### src/rtl/trace_stim_gen_if.sv
// ---------------------------------------------------------------------------
// trace_stim_gen_if
//
// PowerPC instruction-trace bus between a trace source (the CPU, or the
// trace_stim_gen self-test generator) and a trace consumer (the function
// profiler).
//
// Signals:
//   P_Trace_Instruction  [0:31]  instruction word, bit 0 is the MSB
//   P_Trace_Valid_Instr  1       word is valid this cycle
//
// Modports:
//   master  drives the trace (generator / CPU side)
//   slave   observes the trace (profiler side)
// ---------------------------------------------------------------------------
interface trace_stim_gen_if;

    logic [0:31] P_Trace_Instruction;
    logic        P_Trace_Valid_Instr;

    modport master (
        output P_Trace_Instruction,
        output P_Trace_Valid_Instr
    );

    modport slave (
        input P_Trace_Instruction,
        input P_Trace_Valid_Instr
    );

endinterface

### src/rtl/trace_stim_gen.sv
// ---------------------------------------------------------------------------
// trace_stim_gen
//
// Synthesises a PowerPC instruction-trace stream containing programmable
// call/return sequences. It stands in for the CPU on the profiler's trace
// inputs during on-board self-test and bring-up, and reports reference values
// (span of the last call, number of calls) so software can cross-check the
// profiler's measurements.
//
// Each run consists of repeat_count iterations of
//   pre_len NOPs -> bl -> body_len NOPs -> blr
// optionally with a bubble (invalid cycle) after every STALL_EVERY valid beats.
//
// Parameters:
//   STALL_EVERY  bubble after this many valid beats; 0 disables bubbles
//   CALL_LI      24-bit LI field of the emitted bl word
//   CNT_W        width of call_count
//
// Ports:
//   clk           clock, rising edge
//   reset         asynchronous, active-high reset
//   start         begin a run (only honoured while idle)
//   abort         synchronous run termination, no done pulse
//   pre_len       NOP beats before each call
//   body_len      NOP beats between call and return
//   repeat_count  iterations per run, 0 behaves as 1
//   busy          run in progress (beats or bubbles being emitted)
//   done          one-cycle pulse when a run completes normally
//   trace         trace bus (master side)
//   span_cycles   cycles from after the last bl beat up to its blr beat
//   call_count    bl beats emitted since reset, wrapping
// ---------------------------------------------------------------------------
module trace_stim_gen #(
    parameter int unsigned STALL_EVERY = 0,
    parameter logic [23:0] CALL_LI     = 24'h000010,
    parameter int          CNT_W       = 16
) (
    input  logic                 clk,
    input  logic                 reset,
    input  logic                 start,
    input  logic                 abort,
    input  logic [15:0]          pre_len,
    input  logic [15:0]          body_len,
    input  logic [7:0]           repeat_count,
    output logic                 busy,
    output logic                 done,
    trace_stim_gen_if.master     trace,
    output logic [31:0]          span_cycles,
    output logic [CNT_W-1:0]     call_count
);

    localparam logic [31:0] NOP_WORD  = 32'h6000_0000;
    localparam logic [31:0] CALL_WORD = {6'd18, CALL_LI, 2'b01};
    localparam logic [31:0] RET_WORD  = 32'h4E80_0020;

    // The state names the beat that will be presented at the next clock edge,
    // so the registered outputs always line up with the state they came from.
    typedef enum logic [2:0] {
        S_IDLE,
        S_PRE,
        S_CALL,
        S_BODY,
        S_RET,
        S_FIN
    } state_t;

    state_t      state_q, state_n;

    logic [15:0] pre_q, pre_n;
    logic [15:0] body_q, body_n;
    logic [7:0]  iter_q, iter_n;
    logic [15:0] beat_q, beat_n;
    logic [15:0] stall_q, stall_n;
    logic [31:0] span_run_q, span_run_n;

    logic [0:31]      word_q, word_n;
    logic             valid_q, valid_n;
    logic             busy_n;
    logic             done_n;
    logic [31:0]      span_n;
    logic [CNT_W-1:0] calls_n;

    logic             stall_hit;

    // A bubble replaces the next beat once STALL_EVERY valid beats have gone out.
    assign stall_hit = (STALL_EVERY != 0) && ({16'd0, stall_q} == STALL_EVERY);

    assign trace.P_Trace_Instruction = word_q;
    assign trace.P_Trace_Valid_Instr = valid_q;

    // State register and all registered outputs.
    always_ff @(posedge clk or posedge reset) begin
        if (reset) begin
            state_q     <= S_IDLE;
            pre_q       <= '0;
            body_q      <= '0;
            iter_q      <= '0;
            beat_q      <= '0;
            stall_q     <= '0;
            span_run_q  <= '0;
            word_q      <= '0;
            valid_q     <= 1'b0;
            busy        <= 1'b0;
            done        <= 1'b0;
            span_cycles <= '0;
            call_count  <= '0;
        end else begin
            state_q     <= state_n;
            pre_q       <= pre_n;
            body_q      <= body_n;
            iter_q      <= iter_n;
            beat_q      <= beat_n;
            stall_q     <= stall_n;
            span_run_q  <= span_run_n;
            word_q      <= word_n;
            valid_q     <= valid_n;
            busy        <= busy_n;
            done        <= done_n;
            span_cycles <= span_n;
            call_count  <= calls_n;
        end
    end

    // Next-state and next-output logic.
    always_comb begin
        state_n    = state_q;
        pre_n      = pre_q;
        body_n     = body_q;
        iter_n     = iter_q;
        beat_n     = beat_q;
        stall_n    = stall_q;
        span_run_n = span_run_q;
        word_n     = '0;
        valid_n    = 1'b0;
        busy_n     = 1'b0;
        done_n     = 1'b0;
        span_n     = span_cycles;
        calls_n    = call_count;

        if (state_q == S_IDLE) begin
            // abort wins over a simultaneous start
            if (start && !abort) begin
                pre_n   = pre_len;
                body_n  = body_len;
                iter_n  = (repeat_count == 8'd0) ? 8'd1 : repeat_count;
                beat_n  = '0;
                stall_n = '0;
                state_n = (pre_len != 16'd0) ? S_PRE : S_CALL;
            end
        end else if (abort) begin
            beat_n  = '0;
            state_n = S_IDLE;
        end else if (state_q == S_FIN) begin
            done_n  = 1'b1;
            state_n = S_IDLE;
        end else begin
            busy_n     = 1'b1;
            // Runs through bubbles too; the bl beat restarts it below.
            span_run_n = span_run_q + 32'd1;

            if (stall_hit) begin
                // Bubble: nothing advances except the span counter.
                stall_n = '0;
            end else begin
                valid_n = 1'b1;
                stall_n = stall_q + 16'd1;

                unique case (state_q)
                    S_PRE: begin
                        word_n = NOP_WORD;
                        if (beat_q == pre_q - 16'd1) begin
                            beat_n  = '0;
                            state_n = S_CALL;
                        end else begin
                            beat_n = beat_q + 16'd1;
                        end
                    end
                    S_CALL: begin
                        word_n     = CALL_WORD;
                        calls_n    = call_count + CNT_W'(1);
                        span_run_n = '0;
                        state_n    = (body_q != 16'd0) ? S_BODY : S_RET;
                    end
                    S_BODY: begin
                        word_n = NOP_WORD;
                        if (beat_q == body_q - 16'd1) begin
                            beat_n  = '0;
                            state_n = S_RET;
                        end else begin
                            beat_n = beat_q + 16'd1;
                        end
                    end
                    S_RET: begin
                        word_n = RET_WORD;
                        span_n = span_run_q + 32'd1;
                        if (iter_q <= 8'd1) begin
                            state_n = S_FIN;
                        end else begin
                            iter_n  = iter_q - 8'd1;
                            state_n = (pre_q != 16'd0) ? S_PRE : S_CALL;
                        end
                    end
                    default: ;
                endcase
            end
        end
    end

endmodule

### src/flat_wrapper.sv
// flat-port wrapper written by rule: the top's interface ports become plain ports
module trace_stim_gen_flat 
#(
    parameter int unsigned STALL_EVERY = 0,
    parameter logic [23:0] CALL_LI     = 24'h000010,
    parameter int          CNT_W       = 16
)
  (clk, reset, start, abort, pre_len, body_len, repeat_count, busy, done, span_cycles, call_count, trace_P_Trace_Instruction, trace_P_Trace_Valid_Instr);
  trace_stim_gen_if trace_i ();
  input  logic clk;
  input  logic reset;
  input  logic start;
  input  logic abort;
  input  logic [15:0] pre_len;
  input  logic [15:0] body_len;
  input  logic [7:0] repeat_count;
  output logic busy;
  output logic done;
  output logic [31:0] span_cycles;
  output logic [CNT_W-1:0] call_count;
  output wire logic [$bits(trace_i.P_Trace_Instruction)-1:0] trace_P_Trace_Instruction;
  output wire logic [$bits(trace_i.P_Trace_Valid_Instr)-1:0] trace_P_Trace_Valid_Instr;
  assign trace_P_Trace_Instruction = trace_i.P_Trace_Instruction;
  assign trace_P_Trace_Valid_Instr = trace_i.P_Trace_Valid_Instr;
  trace_stim_gen #(.STALL_EVERY(STALL_EVERY), .CALL_LI(CALL_LI), .CNT_W(CNT_W)) u_core (.clk(clk), .reset(reset), .start(start), .abort(abort), .pre_len(pre_len), .body_len(body_len), .repeat_count(repeat_count), .busy(busy), .done(done), .trace(trace_i), .span_cycles(span_cycles), .call_count(call_count));
endmodule
### config.mk
export PLATFORM = sky130hd
export DESIGN_NAME = trace_stim_gen_flat
export DESIGN_NICKNAME = d
export VERILOG_FILES = /design/src/rtl/trace_stim_gen_if.sv /design/src/rtl/trace_stim_gen.sv /design/src/flat_wrapper.sv
export SDC_FILE = /design/constraint.sdc
export NUM_CORES = 1
export LEC_CHECK = 0
export ABC_AREA = 1
export ABC_CLOCK_PERIOD_IN_PS = 5500
export CORE_ASPECT_RATIO = 0.9
export CORE_MARGIN = 4
export CORE_UTILIZATION = 55
export CTS_BUF_LIST = sky130_fd_sc_hd__clkbuf_8
export DETAILED_ROUTE_END_ITERATION = 10
export MAX_ROUTING_LAYER = met4
export PLACE_DENSITY = 0.81
export SYNTH_ARGS = -nofsm -noshare
export SYNTH_HDL_FRONTEND = slang
export SYNTH_SLANG_ARGS = --single-unit
export TNS_END_PERCENT = 10
### constraint.sdc
create_clock -name clk -period 5.5 [get_ports clk]
set_input_delay 0.825 -clock clk [delete_from_list [all_inputs] [get_ports clk]]
set_output_delay 0.825 -clock clk [all_outputs]
set_load 0.02 [all_outputs]
Word level (Yosys, flattened, before mapping)
Index checks and enable logic that the tools add are counted.
{ "totals": {"regBits": 173, "output_inout_bits": 83, "wordCells": 89} }
{ "classes": {"add_sub_neg": 6, "magnitude_cmp": 1, "n_eq_ne": 14, "mux": 36, "n_bitwise": 3, "reduce_logical": 18} }
{ "op_table": {"columns": ["op", "count"], "rows": [
  ["32-bit two-way mux", 4],
  ["16-bit two-way mux", 6],
  ["31-bit case mux with 3 select lines", 1],
  ["8-bit two-way mux", 7],
  ["16-bit nonzero test", 3],
  ["16-bit by 1-bit adder with 16-bit output (second input constant)", 2],
  ["32-bit by 1-bit adder with 32-bit output (second input constant)", 1],
  ["16-bit == test", 2],
  ["16-bit case mux with 2 select lines", 1],
  ["16-bit by 1-bit subtractor with 16-bit output (second input constant)", 2],
  ["3-bit two-way mux", 8],
  ["3-bit case mux with 4 select lines", 1],
  ["4-bit AND reduction", 3],
  ["5-bit by 2-bit inequality test with 1-bit output (second input constant)", 2],
  ["8-bit by 1-bit <= comparator with 1-bit output (second input constant)", 1],
  ["8-bit zero test", 1],
  ["8-bit by 1-bit subtractor with 8-bit output (second input constant)", 1],
  ["7-bit nonzero test", 1],
  ["3-bit by 2-bit == test with 1-bit output (second input constant)", 2],
  ["3-bit == test (second input constant)", 2],
  ["1-bit two-way mux", 6],
  ["2-bit by 1-bit inequality test with 1-bit output (second input constant)", 3],
  ["3-bit AND reduction", 2],
  ["5-bit AND reduction", 1],
  ["other kinds (12)", 15]
]} }

Depth between registers and ports, before layout
{ "depth": {"ltp_word": 7, "ltp_mapped": 19, "depth_no_buf": 18} }

Worst setup path after synthesis
No wires, ideal clock.
{ "synth_path": {"path_kind": "input-to-reg", "start": "input abort", "end": "register u_core.call_count[15]", "setup_ns": 0.128, "t_arrival_ns": 2.096, "slack_ns": 3.275, "cell_stages": 10, "n_path_buf": 1, "cell_sequence": "clkbuf_1 nor2_4 inv_2 nor2_4 nand3_2 nor3b_2 nand2_2 nor2_2 nand3_1 xnor2_1"} }
{ "synth_between": {"elab_chain_cells": 2} }
{ "synth_rtl": {"columns": ["item", "line_no", "source"], "rows": [
  ["from (decl)", "flat_wrapper.sv:13", "input logic abort;"],
  ["1-bit inverter (no source line)", null, null],
  ["4-bit AND reduction (no source line)", null, null],
  ["to (signal assigned)", "trace_stim_gen.sv:120", "call_count <= calls_n;"],
  ["to (decl)", "trace_stim_gen.sv:49", "output logic [CNT_W-1:0] call_count"]
]} }
Every way passes these cells.
A chain may end at the register's enable or synchronous reset.

Worst setup path after layout
{ "layout_path": {"start": "input abort", "end": "register u_core.span_run_q[0]"} }
{ "layout_between": {"elab_chain_cells": 2} }
{ "layout_rtl": {"columns": ["item", "line_no", "source"], "rows": [
  ["1-bit inverter (no source line)", null, null],
  ["3-bit AND reduction (no source line)", null, null],
  ["to (signal assigned)", "trace_stim_gen.sv:114", "span_run_q <= span_run_n;"],
  ["to (decl)", "trace_stim_gen.sv:74", "logic [31:0] span_run_q, span_run_n;"]
]} }
Every way passes these cells.

==> results.toml <==
[run_status]
status = "finished, final reports clean"

[floorplan]
die_area_mm2 = 0.01778
num_io_pins = 127
initial_core_util_pct = 56.14
rows = 43
die_x_um = 140.1
coreArea_mm2 = 0.01539
die_y_um = 126.9

[power_and_ir_drop]
power_density_mw_per_mm2 = 455.4
p_total_mw = 4.612
p_seq_share_pct = 38.0
ir_drop_mv = 0.2366
swShare_pct = 42.38
power.internal_mw = 2.657
pwr-share-comb_pct = 41.0
p_switching_mw = 1.955
power.share.clock_pct = 21.0
leakage_nw = 4.950

[grt]
gr-usage-all-layers_pct = 23.26
antenna_found_initial = 0
grt_pass1_vias = 7011
grt_max_degree = 102
grt_pass1_wl_mm = 33.18
overflow = 0

[min_path]
min-delay-path-class = "register to register"
worstHoldStart = "u_core.call_count[15]"
hold_depth = 1
min_to = "u_core.call_count[15]"

[setup_path]
path_class = "input pin to register"
end_kind = "register"
crit_fanout = 13
crit_path_start_kind = "input pin"
r2r_setup_slack_ns = 2.63
r2r_end = "u_core.span_run_q[0]"
worstPathRequired_ns = 5.88
timing.rr.start = "u_core.state_q[1]"
reg2reg_depth = 8
arrival_ns = 3.45

[logic_synthesis]
synth_xor_area_share_pct = 7.300
synth_area_leaders = "dfrtp_1 42%, nand2_1 14%, xor2_1 6.1%"
yosysTopAreaCell = "dfrtp_1"
muxShareOfSynthArea_pct = 0.6518
synth_compound_area_share_pct = 7.286
netlist-cell-type-count = 45
synth_edf_count = 0
syn_avg_cell_area_um2 = 7.538
yosysSeqAreaShare_pct = 42.29
syn_area_mm2 = 0.008638
ys.flop_type = "dfrtp_1"
synth_top_cell_area_share_pct = 42.29
synth_adder_area_share_pct = 1.014
synth_cells = 1146
synth_top_family_by_area = "simple AND/OR/NAND/NOR gates"
synthSimpleGateAreaFrac_pct = 31.01
yosysWarnings = 0
ys_ff_latch = 146
async_flop_share_pct = 100.0

[placed_design]
gp_congestion = 0.9395
dp_hpwl_mm = 14.26
place.port_buffers = 103
dp_slack_ns = 1.996
dp_cells = 1417

[cells_and_area]
areaGrowthSynthToFinish_pct = 17.25
fin_nets = 1285
final_cells = 1449
antenna_cells = 0
drive_above_1_share_pct = 8.581

[clock_network]
cts_resized = 0
cts_max_level = 4
holdBufCountCts = 0
cts_setup_buffers = 0
cts_buffer_depth = 2
cts.sinks = 146
clk_pin_slew_ns = 0.09
cts_buffers = 17
clkLatencyLatePin_ns = 0.46
cts_root_buf = "clkbuf_8"
cts_tree = "built"

[timing]
fin_crit_sh_pct = 55.81
skew_ns = 0.01058
rsz0062_at_grt = "false"
layout_setup_ws_ns = 2.430
tightest_slew_ns = 0.9826
min_period_ns = 3.070
tns_ns = 0
hold_violations = 0
report.final.slew_viol_count = 0
setup_viol = 0
clock.fmax_ghz = 0.3258
slew_headroom_pct = 34.26

[drt]
drc = 0
drt_iter0_markers = 526
vias = 7380
drt_first_pass_iters = 5
routedWlPerCell_um = 13.34
post_drt_via_cell_ratio = 5.093
ant_nets = 0
totalWireLength_mm = 19.33

[flow_run]
drv_cap = 0
-- flip-flops by register name (all words and copies together), names as in the netlist --
| signal | cells |
|---|---|
| u_core.trace.P_Trace_Instruction | 5 |
| u_core.busy | 1 |
| u_core.body_q | 16 |
| u_core.state_q | 3 |
| u_core.call_count | 16 |
| u_core.span_cycles | 32 |
| u_core.iter_q | 8 |
| u_core.beat_q | 16 |
| u_core.done | 1 |
| u_core.span_run_q | 32 |
| u_core.pre_q | 16 |
-- per-layer routing --
metal  track usage, %  wire (um)
met5                -          0
met4            5.926        195
met3            4.825       1056
met2            33.58       8416
met1            33.76       9662
-- how the worst max path moves through the flow --
stage	endpoint	cells after the start	startpoint
3_3_place_gp	u_core.span_run_q[0]	6	abort
2_1_floorplan	u_core.beat_q[0]	1	reset
5_1_grt	u_core.span_run_q[0]	6	abort
3_5_place_dp	u_core.span_run_q[0]	6	abort
6_report	u_core.span_run_q[0]	6	abort
4_1_cts	u_core.span_run_q[0]	6	abort
-- area by class of cell --
class / instances / area [um^2]
Clock buffer: 17 / 234.0
Clock inverter: 15 / 217.7
Fill cell: 1326 / 5259
Inverter: 144 / 545.5
Multi-Input combinational cell: 819 / 4172
Sequential cell: 146 / 3654
Tap cell: 202 / 252.7
Timing Repair Buffer: 106 / 1054
-- cells in the final DEF, fill, tap and decap left out, drive strengths merged --
cell,instances
o21a,1
nor3,16
clkbuf,17
clkinv,4
nand3b,6
bufinv,4
mux2,5
o21ai,68
o211ai,4
o221ai,1
or2,4
nand3,69
ha,7
nand4,15
xor2,60
nor2,136
a21oi,14
o21bai,1
dfrtp,146
a21o,1
a22o,6
a31oi,3
inv,150
buf,3
nand2,348
a211oi,1
clkinvlp,1
nor4,5
nor3b,1
conb,23
clkdlybuf4s50,103
xnor2,12
o22ai,12
-- worst max-delay path, cell delays in order --
cell and delay, ns:
clkdlybuf4s50_1 0.63, inv_1 0.23, nand3_1 0.42, nor2_1 0.69, inv_1 0.40, o21ai_0 0.24
-- logic make-up after synthesis --
kind of cell	count (synthesis)
AND/OR/NAND/NOR	600
buffers and inverters	203
flip-flops	146
AO/OA/AOI/OAI	112
XOR/XNOR	72
adder cells (fa/ha/maj)	7
multiplexers	5
other	1
-- metrics by stage --
step,area (um^2),hold WS (ns),util [%]
global route,10130,0.5091,65.82
global placement,9677,0.4561,62.89
detailed placement,9677,0.4648,62.89
finish,10130,0.4801,65.82
CTS,10130,0.4862,65.82
floorplan,8721,0.4898,-
-- power groups by stage --
stage	Clock [mW]	Sequential, mW	Combinational (mW)
global route	1.03	1.80	2.15
CTS	0.980	1.75	1.89
global placement	0	1.76	1.84
finish	0.969	1.75	1.89
detailed placement	0	1.76	1.89
floorplan	0	1.81	1.28
-- cell usage after synthesis, types with 3 or more instances --
| cell type | instances |
|---|---|
| buf_4 | 29 |
| nand3b_1 | 6 |
| o211ai_1 | 4 |
| xor2_1 | 60 |
| a31oi_1 | 3 |
| nand2_4 | 3 |
| nor2_1 | 109 |
| inv_1 | 136 |
| nor3_1 | 12 |
| o21ai_0 | 49 |
| ha_1 | 7 |
| nor4_1 | 5 |
| nand2_1 | 329 |
| mux2_2 | 5 |
| o21ai_1 | 18 |
| nor3_2 | 4 |
| nor2_2 | 18 |
| nand3_2 | 5 |
| inv_2 | 6 |
| nand2_2 | 16 |
| buf_2 | 8 |
| dfrtp_1 | 146 |
| a21oi_1 | 14 |
| o22ai_1 | 12 |
| nand4_1 | 15 |
| nand3_1 | 64 |
| nor2_4 | 8 |
| a22o_1 | 6 |
| clkbuf_1 | 19 |
| xnor2_1 | 12 |
No activity file was read; power rests on OpenSTA's default activity.
